`src/rtl/keypad_entry.sv`:
```
// Keypad front end: debounces raw strobes and accumulates a 4-digit decimal password.
// Optional `ENTRY_TIMEOUT_EN discards a partial entry after TIMEOUT_CYCLES idle cycles.

// State table (keypad_debounce)
//   state        | meaning
//   RELEASED     | no key down, waiting for key_valid
//   PRESS_WAIT   | key seen, counting stable cycles with an unchanged code
//   PRESSED      | press accepted (one event emitted), waiting for release
//   RELEASE_WAIT | key up, counting stable release cycles
module keypad_debounce #(
    parameter int DEBOUNCE_CYCLES = 4
) (
    input  logic       clock,
    input  logic       reset,
    input  logic       key_valid,
    input  logic [3:0] key_code,
    output logic       key_event,
    output logic [3:0] event_code
);

    typedef enum logic [1:0] {
        RELEASED,
        PRESS_WAIT,
        PRESSED,
        RELEASE_WAIT
    } db_state_t;

    localparam logic [7:0] DB_TC = 8'(DEBOUNCE_CYCLES);

    db_state_t  state;
    logic [7:0] count;
    logic [3:0] latched_code;
    logic [7:0] count_inc;

    assign count_inc = count + 8'd1;

    always_ff @(posedge clock) begin
        if (reset) begin
            state        <= RELEASED;
            count        <= 8'd0;
            latched_code <= 4'd0;
            key_event    <= 1'b0;
            event_code   <= 4'd0;
        end else begin
            key_event <= 1'b0;
            case (state)
                RELEASED: begin
                    if (key_valid) begin
                        latched_code <= key_code;
                        // A one-cycle debounce accepts the press on the very first edge.
                        if (DB_TC <= 8'd1) begin
                            state      <= PRESSED;
                            count      <= 8'd0;
                            key_event  <= 1'b1;
                            event_code <= key_code;
                        end else begin
                            state <= PRESS_WAIT;
                            count <= 8'd1;
                        end
                    end
                end

                PRESS_WAIT: begin
                    if (!key_valid) begin
                        state <= RELEASED;
                        count <= 8'd0;
                    end else if (key_code != latched_code) begin
                        latched_code <= key_code;
                        count        <= 8'd1;
                    end else if (count_inc >= DB_TC) begin
                        state      <= PRESSED;
                        count      <= 8'd0;
                        key_event  <= 1'b1;
                        event_code <= latched_code;
                    end else begin
                        count <= count_inc;
                    end
                end

                PRESSED: begin
                    if (!key_valid) begin
                        if (DB_TC <= 8'd1) begin
                            state <= RELEASED;
                            count <= 8'd0;
                        end else begin
                            state <= RELEASE_WAIT;
                            count <= 8'd1;
                        end
                    end
                end

                RELEASE_WAIT: begin
                    // A bounce back to key-down resumes the held press without a new event.
                    if (key_valid) begin
                        state <= PRESSED;
                        count <= 8'd0;
                    end else if (count_inc >= DB_TC) begin
                        state <= RELEASED;
                        count <= 8'd0;
                    end else begin
                        count <= count_inc;
                    end
                end

                default: begin
                    state <= RELEASED;
                    count <= 8'd0;
                end
            endcase
        end
    end

endmodule

module keypad_entry #(
    parameter int DEBOUNCE_CYCLES = 4,
    parameter int TIMEOUT_CYCLES  = 1000
) (
    input  logic        clock,
    input  logic        reset,
    input  logic        key_valid,
    input  logic [3:0]  key_code,
    output logic [13:0] password,
    output logic        touch,
    output logic [2:0]  digit_cnt,
    output logic        entry_error
);

    localparam logic [3:0] CODE_CLEAR = 4'd10;
    localparam logic [3:0] CODE_ENTER = 4'd11;
    localparam logic [2:0] MAX_DIGITS = 3'd4;

    logic        key_event;
    logic [3:0]  event_code;
    logic [13:0] shadow;
    logic [16:0] shadow_wide;
    logic [16:0] shadow_next;

    keypad_debounce #(
        .DEBOUNCE_CYCLES (DEBOUNCE_CYCLES)
    ) u_debounce (
        .clock      (clock),
        .reset      (reset),
        .key_valid  (key_valid),
        .key_code   (key_code),
        .key_event  (key_event),
        .event_code (event_code)
    );

    // shadow*10 + digit; the 4-digit cap keeps the result below 10000, so [13:0] is exact.
    assign shadow_wide = {3'b000, shadow};
    assign shadow_next = (shadow_wide << 3) + (shadow_wide << 1) + {13'd0, event_code};

`ifdef ENTRY_TIMEOUT_EN
    localparam logic [15:0] TIMEOUT_TC = 16'(TIMEOUT_CYCLES);

    logic [15:0] idle_cnt;
    logic [15:0] idle_inc;

    assign idle_inc = idle_cnt + 16'd1;
`endif

    always_ff @(posedge clock) begin
        if (reset) begin
            password    <= 14'd0;
            touch       <= 1'b0;
            digit_cnt   <= 3'd0;
            entry_error <= 1'b0;
            shadow      <= 14'd0;
`ifdef ENTRY_TIMEOUT_EN
            idle_cnt    <= 16'd0;
`endif
        end else begin
            touch       <= 1'b0;
            entry_error <= 1'b0;
            if (key_event) begin
`ifdef ENTRY_TIMEOUT_EN
                idle_cnt <= 16'd0;
`endif
                if (event_code <= 4'd9) begin
                    if (digit_cnt == MAX_DIGITS) begin
                        entry_error <= 1'b1;
                    end else begin
                        shadow    <= shadow_next[13:0];
                        digit_cnt <= digit_cnt + 3'd1;
                    end
                end else if (event_code == CODE_CLEAR) begin
                    shadow    <= 14'd0;
                    digit_cnt <= 3'd0;
                end else if (event_code == CODE_ENTER) begin
                    if (digit_cnt == MAX_DIGITS) begin
                        password <= shadow;
                        touch    <= 1'b1;
                    end else begin
                        entry_error <= 1'b1;
                    end
                    shadow    <= 14'd0;
                    digit_cnt <= 3'd0;
                end else begin
                    entry_error <= 1'b1;
                end
            end
`ifdef ENTRY_TIMEOUT_EN
            else if (digit_cnt != 3'd0) begin
                if (idle_inc == TIMEOUT_TC) begin
                    shadow      <= 14'd0;
                    digit_cnt   <= 3'd0;
                    entry_error <= 1'b1;
                    idle_cnt    <= 16'd0;
                end else begin
                    idle_cnt <= idle_inc;
                end
            end
`endif
        end
    end

endmodule
```
`config.mk`:
```
export PLATFORM = sky130hd
export DESIGN_NAME = keypad_entry
export DESIGN_NICKNAME = d
export VERILOG_FILES = /design/src/rtl/keypad_entry.sv
export SDC_FILE = /design/constraint.sdc
export NUM_CORES = 1
export LEC_CHECK = 0
export ABC_AREA = 1
export BUFFER_PORTS_ARGS = -buffer_cell sky130_fd_sc_hd__buf_2
export CORE_MARGIN = 2
export CORE_UTILIZATION = 30
export DETAILED_ROUTE_END_ITERATION = 6
export SETUP_SLACK_MARGIN = 0.5
export SLEW_MARGIN = 30
export SYNTH_ARGS = -nofsm -noshare
export SYNTH_HDL_FRONTEND = slang
export SYNTH_SLANG_ARGS = --single-unit
```
`constraint.sdc`:
```
create_clock -name clock -period 2.5 [get_ports clock]
set_input_delay 0.25 -clock clock [delete_from_list [all_inputs] [get_ports clock]]
set_output_delay 0.25 -clock clock [all_outputs]
set_load 0.02 [all_outputs]
```
Word level (Yosys, flattened, before mapping)
Cells that the tools add are included.
Cells by class
  $add $sub $neg: 4
  $lt $le $gt $ge: 2
  eq/ne operators: 15
  mux-type cells: 33
  bitwise logic cells: 7
  reduce and logical (&&, ||, !) cells: 12
Operators with widths (number)
  $mux 14: 4
  $mux 8: 6
  $pmux 8 s4: 1
  $add 14x14->14: 1
  $add 14x4->14: 1
  $mux 2: 7
  $mux 3: 4
  $mux 4: 3
  $reduce_and 5->1: 2
  $add 8x1->8 const B: 1
  $eq 4x4->1 const B: 2
  $ge 8x3->1 const B: 1
  $ne 2x2->1 const B: 4
  $pmux 2 s4: 1
  $pmux 4 s2: 1
  $reduce_and 4->1: 2
  $not 1->1: 7
  $mux 1: 6
  $ne 3x2->1 const B: 2
  $reduce_or 5->1: 1
  $eq 2x2->1 const B: 2
  $le 4x4->1 const B: 1
  $ne 4x4->1: 1
  $reduce_or 4->1: 1
  11 further kinds: 11
Word-level totals
  register bits: 52
  input bits: 7
  output and inout bits: 19
  word-level logic and storage cells: 83

Depth between registers and ports, before layout
  depth in word-level cells: 6
  depth in mapped cells: 12
  depth with buffers taken out: 12

Cells and area by module
A second synthesis with hierarchy kept.
Second synthesis, totals
  cells, all modules: 432
  area, all modules: 3039.2 um2
By module, submodules not included
  keypad_entry: instances 1, cells each 298, area an instance 2124.5 um2, sequential area each 660.6 um2
  keypad_debounce: instances 1, cells each 134, area an instance 914.6 um2, sequential area each 380.4 um2

Worst setup path after synthesis
OpenSTA, ideal clock, no wires.
  kind: flip-flop to flip-flop
  start: reg u_debounce.event_code[3]
  end: reg shadow[10]
  library setup time: 0.133 ns
  data arrival time: 1.916 ns
  required time: 2.367 ns
  path slack: 0.451 ns
  stages on the path, launching flop included: 11
  buffers on the path: 0
  period minus slack after synthesis: 2.049 ns
  path through: dfxtp_1 -> fa_1 -> fa_1 -> nand2_1 -> inv_1 -> nor2_1 -> o21bai_1 -> nand3_1 -> nand3_1 -> nand3_2 -> a21oi_2
On the way
  cells in the longest elaborated chain, start to end: 3
  elaborated cells between the ends (all ways): 10
  those cells by class: add/sub: 1; order compare: 1; eq/ne: 3; mux: 3; reduce/logical: 2
Ends and longest elaborated chain
  start, declared: RTL line 18  | output logic [3:0] event_code
  start signal, assigned: RTL line 55  | event_code <= key_code;
  start signal, assigned: RTL line 74  | event_code <= latched_code;
  $add 14x4->14 (tied with other cells): RTL line 152  | assign shadow_next = (shadow_wide << 3) + (shadow_wide << 1) + {13'd0, event_code};
  $mux 14 (tied with other cells): RTL line 181  | if (digit_cnt == MAX_DIGITS) begin
  $mux 14 or $reduce_and 3->1 (tied branches)
  end signal, assigned: RTL line 184  | shadow <= shadow_next[13:0];
  end, declared: RTL line 135  | logic [13:0] shadow;
Parallel ways exist; a longest one is shown, timed or not. The select of a mux whose other input is x is not followed.
A chain may end at the register's enable or synchronous reset.

Final worst setup path
  start: reg shadow[0]
  end: reg shadow[9]
On the way
  cells in the longest elaborated chain, start to end: 4
Ends and longest elaborated chain
  $add 14x14->14: RTL line 152
  $add 14x4->14: RTL line 152
  $mux 14: RTL line 181
  $mux 14: RTL line 180  | if (event_code <= 4'd9) begin
Every way passes these cells. The select of a mux whose other input is x is not followed.

==> reports/metrics.yaml <==
floorplan:
  rows: 36
  start_util: 0.308
  die-area_um2: 10800
  fp.coreArea_um2: 9730
  fp.dieW_um: 104
  die_h_um: 104
  ioPinCount: 26
synth:
  synth_edf_count: 0
  synth_cell_types: 33
  synth_ff_type: "dfxtp_1"
  synth-seq-cells: 52
  syn_area_per_cell_um2: 7.34
  yosysSeqAreaShare: 0.348
  syn-num-nets: 442
  async_flop_share: 0
  yosys_warnings: 0
  synthCells: 408
  syn_area_um2: 3000
cts:
  cts_sinks: 52
  cts-root-buf: "clkbuf_8"
  clk_latency_ns: 0.31
  cts_buffer_depth: 2
  cts_made_buffers: 5
  cts_tree: "yes"
  clk_pin_slew_worst_paths_ns: 0.10
  ctsHoldBuffers: 0
  h-tree-depth: 2
sta:
  drv_slew: 0
  hold_viol: 0
  clock.fmax_mhz: 498
  tns_ns: 0
  fin_crit_ns: 2.01
  hold_slack_ns: 0.249
  setup_viol: 0
  worst_slew_pin_slew_ns: 0.558
  clock_skew_ns: 0.00902
  fin_crit_sh: 0.803
  max-slew-margin-rel: 0.627
  rsz0062_at_grt: "yes"
global_routing:
  met3_usage: 0.0276
  met2_usage: 0.197
  grt_usage: 0.127
  grt_max_degree: 32
  use_met1: 0.174
  grt_first_pass_wirelength_um: 11400
  top_usage_layer: "met2"
  grt_pass1_vias: 2467
  antenna_found_initial: 0
  overflow: 0
critical_path:
  required_ns: 2.75
  startpoint_type: "register"
  path_class: "reg2reg"
  crit_start: "shadow[0]"
  cp_max_fo: 4
  cp.arrival_ns: 2.26
  end_kind: "register"
  timing.rr.start: "shadow[0]"
final_layout:
  finalNetCount: 467
  drive_gt1_frac: 0.212
  n_antenna_cell: 0
  fin_cells: 567
  multi_input_area_um2: 1810
  fin_area_um2: 3470
  seq_area_um2: 1060
  syn_to_final_growth_pct: 15.7
  fillCellCount: 1055
outcome:
  status: "completed"
placement:
  dpl_cell_area_um2: 3240
  place_hpwl_um: 4900
  place.gp.congestion: 0.869
  placed_cells: 558
  portBuffers: 25
routing:
  dr.pass1.iters: 4
  drc: 0
  wire_per_inst_um: 11.7
  drt_iter0_drc: 106
  ant_nets: 0
  drt-total-wl_um: 6610
  dr_total_vias: 2645
  vias_per_cell: 4.66
pwr:
  p_per_area_nw_per_um2: 438
  peakVddDrop_mv: 0.194
  p_leak_nw: 1.58
  power_mw: 1.52
min_path:
  hold_class: "in2reg"
  hp-start: "key_code[0]"
flow_run:
  max_cap_viol_count: 0
-- metrics by stage --
stage,utilization,setup slack (ns)
2_1_floorplan,-,0.515
3_3_place_gp,0.333,0.422
3_5_place_dp,0.333,0.367
4_1_cts,0.351,0.485
5_1_grt,0.356,0.367
6_report,0.356,0.493
-- metal layers --
metal	wire length [um]	share of wire
met5	0	0
met4	89	0.013
met3	205	0.031
met2	2930	0.44
met1	3380	0.51
-- worst paths after layout --
path / cells after the start / endpoint / slack (ns)
hold reg to reg: 2 / shadow[13] / 0.47
setup reg to reg: 9 / shadow[9] / 0.49
hold / removal: 3 / u_debounce.latched_code[0] / 0.25
setup / recovery: 9 / shadow[9] / 0.49
-- critical path, cell delays in order, from the launching register on --
cell	delay (ns)
dfxtp_4	0.37
fa_2	0.61
ha_4	0.21
nand3_1	0.10
nand3_2	0.13
nand2_1	0.09
nand3_1	0.08
a21oi_1	0.14
o21ai_0	0.10
a21oi_1	0.12
-- cell families after synthesis --
group	after synthesis	synth area share
AO/OA/AOI/OAI	75	0.145
adder cells (fa/ha/maj)	27	0.118
XOR/XNOR	7	0.0205
buffers and inverters	55	0.0764
AND/OR/NAND/NOR	192	0.293
flip-flops	52	0.348
-- cell usage after synthesis (all sizes together) (2+ instances only) --
library cell / instances / share of area
a21oi: 41 / 0.079
buf: 6 / 0.015
clkbuf: 4 / 0.0050
dfxtp: 52 / 0.35
fa: 2 / 0.013
ha: 25 / 0.10
inv: 45 / 0.056
nand2: 89 / 0.12
nand3: 32 / 0.064
nand4: 9 / 0.021
nor2: 54 / 0.076
nor3: 7 / 0.012
o21ai: 28 / 0.049
o21bai: 4 / 0.011
xor2: 6 / 0.018
-- layout make-up --
cell class	instances	share of cell area
tap	133	0.0480
inverter	45	0.0487
multi-input combinational	301	0.523
sequential	52	0.307
clock buffer	6	0.0209
timing repair buffer	28	0.0426
clock inverter	2	0.0101
-- placed cells by master, fill, tap and decap left out, types with 7 or more instances in the layout --
cell type  count
dfxtp_1       42
a21oi_1       30
nor2_1        47
nand3_1       24
a21oi_2       11
buf_2         25
ha_1          21
o21ai_0       23
nand3_2        7
inv_1         40
nor3_1         7
nand2_1       83
nand4_1        8
-- sequential cells by signal, summed over array words and instances (netlist names), named ones only --
name / cells
password: 14
shadow: 14
u_debounce.count: 8
u_debounce.event_code: 4
u_debounce.latched_code: 4
digit_cnt: 3
entry_error: 1
touch: 1
u_debounce.key_event: 1
u_debounce.state: 1
-- power by group --
group	leakage, nW	switching, mW	internal (mW)
Clock	0.0552	0.281	0.297
Combinational	1.10	0.0591	0.0291
Sequential	0.427	0.0141	0.836
-- repair_timing --
item,CTS,global route
setup endpoints to repair,6,8
setup buffers,1,0
endpoints found under the hold margin,0,0
pin swaps,4,3
gates resized for setup,12,19
No activity file was read; power rests on OpenSTA's default activity.
